--- src/rtl/dense_neuron_mac.sv ---
`timescale 1ns/1ps
// dense_neuron_mac
// One dense-layer neuron, evaluated one input activation per beat.
// The neuron holds N_IN weights and a bias. It accumulates
// bias + sum(in_data * weight) at full precision, then rescales by
// an arithmetic right shift and saturates to DW bits. An optional
// ReLU is applied last, and the result is held until it is consumed.
//
// Ports
//   clk, reset      rising-edge clock, synchronous active-high reset
//   w_we/w_addr/    coefficient write port; addresses 0..N_IN-1 are
//   w_data          weights, address N_IN is the bias; writes are
//                   accepted only while the block is not busy
//   act_mode        0 = ReLU, 1 = identity (sampled in the ACT cycle)
//   in_valid/       input activation stream, one activation per
//   in_ready/       accepted beat
//   in_data
//   out_valid/      result handshake; out_data is held until
//   out_ready/      out_valid && out_ready
//   out_data
//   busy            a neuron evaluation is in progress
module dense_neuron_mac #(
  parameter int N_IN  = 15,
  parameter int DW    = 32,
  parameter int SHIFT = 0
) (
  input  logic                         clk,
  input  logic                         reset,
  input  logic                         w_we,
  input  logic [$clog2(N_IN+1)-1:0]    w_addr,
  input  logic signed [DW-1:0]         w_data,
  input  logic                         act_mode,
  input  logic                         in_valid,
  input  logic signed [DW-1:0]         in_data,
  output logic                         in_ready,
  output logic                         out_valid,
  output logic signed [DW-1:0]         out_data,
  input  logic                         out_ready,
  output logic                         busy
);

  localparam int AW   = $clog2(N_IN + 1);
  localparam int IW   = (N_IN > 1) ? $clog2(N_IN) : 1;
  localparam int ACCW = 2 * DW + AW;

  localparam logic [IW-1:0] LAST_IDX = IW'(N_IN - 1);

  // Saturation bounds, sign-extended to accumulator width.
  localparam logic signed [ACCW-1:0] SAT_MAX = {{(ACCW-DW+1){1'b0}}, {(DW-1){1'b1}}};
  localparam logic signed [ACCW-1:0] SAT_MIN = {{(ACCW-DW+1){1'b1}}, {(DW-1){1'b0}}};
  localparam logic signed [DW-1:0]   OUT_MAX = {1'b0, {(DW-1){1'b1}}};
  localparam logic signed [DW-1:0]   OUT_MIN = {1'b1, {(DW-1){1'b0}}};

  typedef enum logic [1:0] {IDLE, ACCUM, ACT, OUT} state_t;

  state_t                  state;
  state_t                  state_next;
  logic [IW-1:0]           idx;
  logic signed [ACCW-1:0]  acc;
  logic signed [DW-1:0]    w_mem [N_IN];
  logic signed [DW-1:0]    bias;

  logic                    accept;
  logic                    coef_wr;
  logic signed [DW-1:0]    cur_w;
  logic signed [2*DW-1:0]  prod;
  logic signed [ACCW-1:0]  prod_ext;
  logic signed [ACCW-1:0]  bias_ext;
  logic signed [ACCW-1:0]  shifted;
  logic signed [DW-1:0]    sat_val;
  logic signed [DW-1:0]    act_val;

  assign accept  = in_valid && in_ready;
  assign coef_wr = w_we && !busy;

  // Full-precision signed product of the current beat, widened so the
  // accumulator can absorb N_IN products plus the bias without overflow.
  always_comb begin
    cur_w    = w_mem[idx];
    prod     = $signed({{DW{in_data[DW-1]}}, in_data}) * $signed({{DW{cur_w[DW-1]}}, cur_w});
    prod_ext = {{AW{prod[2*DW-1]}}, prod};
    bias_ext = {{(ACCW-DW){bias[DW-1]}}, bias};
  end

  // Rescale, clamp to the DW range, then optionally clip negatives.
  always_comb begin
    shifted = acc >>> SHIFT;
    if (shifted > SAT_MAX) begin
      sat_val = OUT_MAX;
    end else if (shifted < SAT_MIN) begin
      sat_val = OUT_MIN;
    end else begin
      sat_val = shifted[DW-1:0];
    end
    act_val = sat_val;
    if (!act_mode && sat_val[DW-1]) begin
      act_val = '0;
    end
  end

  // State register.
  always_ff @(posedge clk) begin
    if (reset) begin
      state <= IDLE;
    end else begin
      state <= state_next;
    end
  end

  // Next-state logic. idx is always 0 in IDLE, so the LAST_IDX test
  // there only fires for a single-input neuron.
  always_comb begin
    state_next = state;
    case (state)
      IDLE:    if (accept) state_next = (idx == LAST_IDX) ? ACT : ACCUM;
      ACCUM:   if (accept && idx == LAST_IDX) state_next = ACT;
      ACT:     state_next = OUT;
      OUT:     if (out_ready) state_next = IDLE;
      default: state_next = IDLE;
    endcase
  end

  // Handshake outputs derived from state.
  always_comb begin
    in_ready = (state == IDLE) || (state == ACCUM);
    busy     = (state != IDLE) || (idx != '0);
  end

  // Coefficient storage. A write in the same cycle as the first beat
  // lands after that beat has read the old value.
  always_ff @(posedge clk) begin
    if (reset) begin
      for (int i = 0; i < N_IN; i++) w_mem[i] <= '0;
      bias <= '0;
    end else if (coef_wr) begin
      for (int i = 0; i < N_IN; i++) begin
        if (w_addr == AW'(i)) w_mem[i] <= w_data;
      end
      if (w_addr == AW'(N_IN)) bias <= w_data;
    end
  end

  // Accumulator, beat index and output register.
  always_ff @(posedge clk) begin
    if (reset) begin
      acc       <= '0;
      idx       <= '0;
      out_valid <= 1'b0;
      out_data  <= '0;
    end else begin
      case (state)
        IDLE, ACCUM: begin
          if (accept) begin
            acc <= (idx == '0) ? (bias_ext + prod_ext) : (acc + prod_ext);
            idx <= (idx == LAST_IDX) ? '0 : idx + IW'(1);
          end
        end
        ACT: begin
          out_data  <= act_val;
          out_valid <= 1'b1;
        end
        OUT: begin
          if (out_ready) out_valid <= 1'b0;
        end
        default: ;
      endcase
    end
  end

endmodule

--- config.mk ---
export PLATFORM = sky130hd
export DESIGN_NAME = dense_neuron_mac
export DESIGN_NICKNAME = d
export VERILOG_FILES = /design/src/rtl/dense_neuron_mac.sv
export SDC_FILE = /design/constraint.sdc
export NUM_CORES = 2
export LEC_CHECK = 0
export CAP_MARGIN = 40
export CORE_ASPECT_RATIO = 1.25
export CORE_MARGIN = 1.5
export CORE_UTILIZATION = 30
export DETAILED_ROUTE_END_ITERATION = 12
export HOLD_SLACK_MARGIN = 0.15
export MAX_ROUTING_LAYER = met4
export REMOVE_ABC_BUFFERS = 1
export SYNTH_ARGS = -nofsm -noshare
export SYNTH_HDL_FRONTEND = slang
export SYNTH_SLANG_ARGS = --single-unit
--- constraint.sdc ---
create_clock -name clk -period 11.4 [get_ports clk]
set_input_delay 2.85 -clock clk [delete_from_list [all_inputs] [get_ports clk]]
set_output_delay 2.85 -clock clk [all_outputs]
set_load 0.02 [all_outputs]
==> results.txt <==
* Status: finished with violations
- The final reports fail on negative setup slack.
- Worst Path Required: 11.94 ns
- The pre-antenna-repair detailed-routing pass consisted of 6 iterations.
- After synthesis, the share of flip-flops with an asynchronous set or reset is 0.
- Setup violations remaining at the end of the flow were counted as 22.
- Fraction of synthesized area in multiplexers: 0.0468
* Top area cells in the synthesized netlist: sky130_fd_sc_hd__fa_1 (32%), sky130_fd_sc_hd__edfxtp_1 (21%), sky130_fd_sc_hd__ha_1 (5.9%)
* Top-level port count: between 100 and 150
* Proportion of layout cells with a drive suffix above 1: 0.236
* Vias in the first global route: between 50000 and 60000
- Die boundary width: 430 µm
* Routed length on met1: roughly 77000 µm
- In this run the clock root is driven by a sky130_fd_sc_hd__clkbuf_16.
* Clock latency at the later pin of the worst-skew pair: 0.66 ns
- In this design, the stage delay of the slowest critical-path cell is a little over 0.6 ns.
- Synthesis-stage register bit count: between 600 and 700
- The net count of the finished layout is 9068.
- Mean number of vias per cell: a little under 5
- Max-cap violations in this run came to 0.
* Met2 wirelength from detailed routing: 115000 µm
- Timing startpoint of the critical path: in_data[12]
- Actual slew at the worst max-slew pin: approximately 0.9 ns
- Final Max Slew Viols: 0
* HPWL after DPL: ~160000 µm
* TritonCTS Buffers: between 50 and 60
* Data arrival time of the worst path: between 10 and 15 ns
- Input and output buffers added on the ports amount to roughly 110.
* Total number of vias: between 50000 and 60000
* Period utilisation layout: 1.05
- The synthesized design contains 480 enable-type register cells.
- Clock-pin slew was measured on the worst setup and hold paths at roughly 0.070 ns.
- Share of Yosys cell area claimed by the top area cell type: 0.317
- Among the stages of the critical path, the cell type that occurs most often is sky130_fd_sc_hd__fa_1.
- At the end of routability-driven placement, the weighted congestion stood at around 0.93.
- Clock tree from TritonCTS: done
- The floorplan step set the die height to between 500 and 600 µm.
- Combined global-route utilization of all metal layers: 0.191
* Launch point of the worst hold path: bias[31]
- Entering global routing, the biggest net connects between 70 and 80 pins.
* Synth Area in Compound Gates: 0.0750
* Post-route ant nets: 0
- Sum of routed wire length over all layers: around 220000 µm
* Setup clock skew after layout: about 0.037 ns
- Most instantiated cells after synthesis: sky130_fd_sc_hd__fa_1 (1084), sky130_fd_sc_hd__inv_1 (1013), sky130_fd_sc_hd__nand2_1 (736)
- Maximum clock frequency: ~84 MHz
- Synth Instances: about 6800
- Synthesized-area fraction occupied by and/or/nand/nor cells: 0.148
- After the first detailed-routing iteration, the DRC count stood at approximately 3200.
- On the critical path, the stage with the largest delay is an instance of sky130_fd_sc_hd__fa_2.
- Number of antenna violations at the first check in global routing: 6
- Post-detailed-route DRC marker count: 0
- The initial utilization of the core area, before any placement, comes to 0.303.
* Worst Setup End Kind: flop
- Counting distinct cell types in the post-synthesis netlist gives 93.
- Syn avg cell area: ~10 µm²
- Cell with the most instances after synthesis: sky130_fd_sc_hd__fa_1
- Sequential share of the synthesized area: 0.252
- Area of the mapped netlist: ~0.068 mm²
* Adder-cell share of the synthesized area: 0.376
* Unrepaired setup endpoints after global routing: true
- Reg-to-reg setup timing slack: -0.35 ns
* Leftover overflow at the end of global routing: 0
- Growth of design area from synthesis to finish: 25.6%
- No sink is reached through more buffers than the 3 on the longest clock path.
- After layout, the worst setup slack is -0.543 ns.
* Total die area: 0.231 mm²
* Placeable core region: about 0.23 mm²
- Met3 wire length: roughly 10000 µm
- The worst path in the final design needs a cycle of 11.94 ns, including I/O delays and setup.
- Library cell with the largest summed area after synthesis: sky130_fd_sc_hd__fa_1
- After filler insertion, the fill cell instance count of the layout stands at approximately 22000.
- The detailed router used layers up to and including met4.
* Primary FF master, synth: sky130_fd_sc_hd__edfxtp_1
- Maximum fanout along the worst path: 6
* Classification of the worst-slack hold path: reg -> reg
* Xor and xnor fraction of the mapped netlist area: 0.0241
* Combinational family with the most area after synthesis: adder cells
- Yosys warning total: 0
- The first global-routing pass estimated 331000 µm of wire.
* Number of clock sinks: approximately 620
- The H-tree was split into 2 levels.
* # rows: roughly 200
* Avg WL per Cell: just over 20 µm
- Max_slew headroom: 0.392
- Number of failing hold endpoints at the final stage: 0
- Measured on the finished design, the core utilization comes to 0.380.
- The setup path with the least slack is of type in -> reg.
- STA classifies the critical path startpoint as an input port.
[state kept, by name (all words and copies together), names as in the netlist, named ones only]
| signal | count |
|---|---|
| out_data | 32 |
| state | 2 |
| out_valid | 1 |
| acc | 68 |
| idx | 4 |
| w_mem | 480 |
| bias | 32 |
[repair_timing]
item | CTS | global route
cloned | 14 | 4
gates resized for setup | 542 | 313
setup endpoints to repair | 44 | 41
pin swaps | 380 | 273
buffers inserted | 106 | 57
hold buffers | 0 | 0
[routing by layer]
| layer | up-vias | global-route usage |
|---|---|---|
| met4 | 0 | 0.0970 |
| li1 | 23300 | - |
| met3 | 478 | 0.0164 |
| met5 | - | - |
| met1 | 26700 | 0.207 |
| met2 | 1392 | 0.349 |
[cells in the final DEF, fill, tap and decap left out, types with 139 or more instances in the layout]
cell type	synthesis	layout
sky130_fd_sc_hd__fa_1	1084	1002
sky130_fd_sc_hd__nor2_1	576	564
sky130_fd_sc_hd__dfxtp_1	143	139
sky130_fd_sc_hd__edfxtp_1	480	480
sky130_fd_sc_hd__buf_4	0	868
sky130_fd_sc_hd__nand2_1	736	713
sky130_fd_sc_hd__inv_1	1013	974
sky130_fd_sc_hd__and2_1	529	487
sky130_fd_sc_hd__a21oi_1	315	260
sky130_fd_sc_hd__ha_1	322	277
[critical path: cells and delay by family]
family | cells | cell delay, ns
xor gates and xnor gates | 2 | 0.33
adders and majority gates | 10 | 4.75
AOI/OAI and AO/OA | 11 | 2.32
buffers and inverters | 8 | 0.96
and+or+nand+nor | 6 | 1.26
[cell type report]
| type | instances | area, µm² | share of cell area |
|---|---|---|---|
| inverter | 1013 | 3800 | 0.0442 |
| multi-input combinational | 4733 | 48300 | 0.562 |
| antenna | 7 | 17.5 | 0.000204 |
| sequential | 623 | 17300 | 0.201 |
| timing repair buffer | 1160 | 11000 | 0.127 |
| clock buffer | 73 | 1560 | 0.0181 |
| tap | 2955 | 3700 | 0.0430 |
| clock inverter | 34 | 340 | 0.00396 |
[logic make-up (layout without fill, tap and decap cells)]
kind of cell | Yosys count | after routing
compound gates | 826 | 826
xor+xnor | 187 | 187
fa+ha+maj | 1406 | 1406
buf+inv | 1398 | 2280
flops | 623 | 623
mux | 161 | 161
other cells | 0 | 7
simple gates | 2153 | 2153
[stage by stage]
step / TNS (ns) / instance area [µm²] / hold slack, ns / setup slack (ns) / cells
6_report: -7.61 / 86000 / 0.458 / -0.543 / 10600
5_1_grt: -16.97 / 86000 / 0.476 / -0.860 / 10600
4_1_cts: -6.58 / 84400 / 0.459 / -0.464 / 10500
3_5_place_dp: -66.75 / 79600 / 0.449 / -2.08 / 10300
3_3_place_gp: -66.19 / 79600 / 0.449 / -2.04 / 10300
2_1_floorplan: -180.77 / 66900 / 0.435 / -4.34 / 6369
[path summary, 6_finish.rpt]
| kind | endpoint | cells after the start |
|---|---|---|
| max | acc[67] | 37 |
| max reg2reg | acc[67] | 42 |
| min reg2reg | bias[31] | 2 |
| min | bias[31] | 2 |
Power is left out: the tool's default activity adds up to more than one toggle a clock period on the data nets, which glitch-free logic cannot reach.
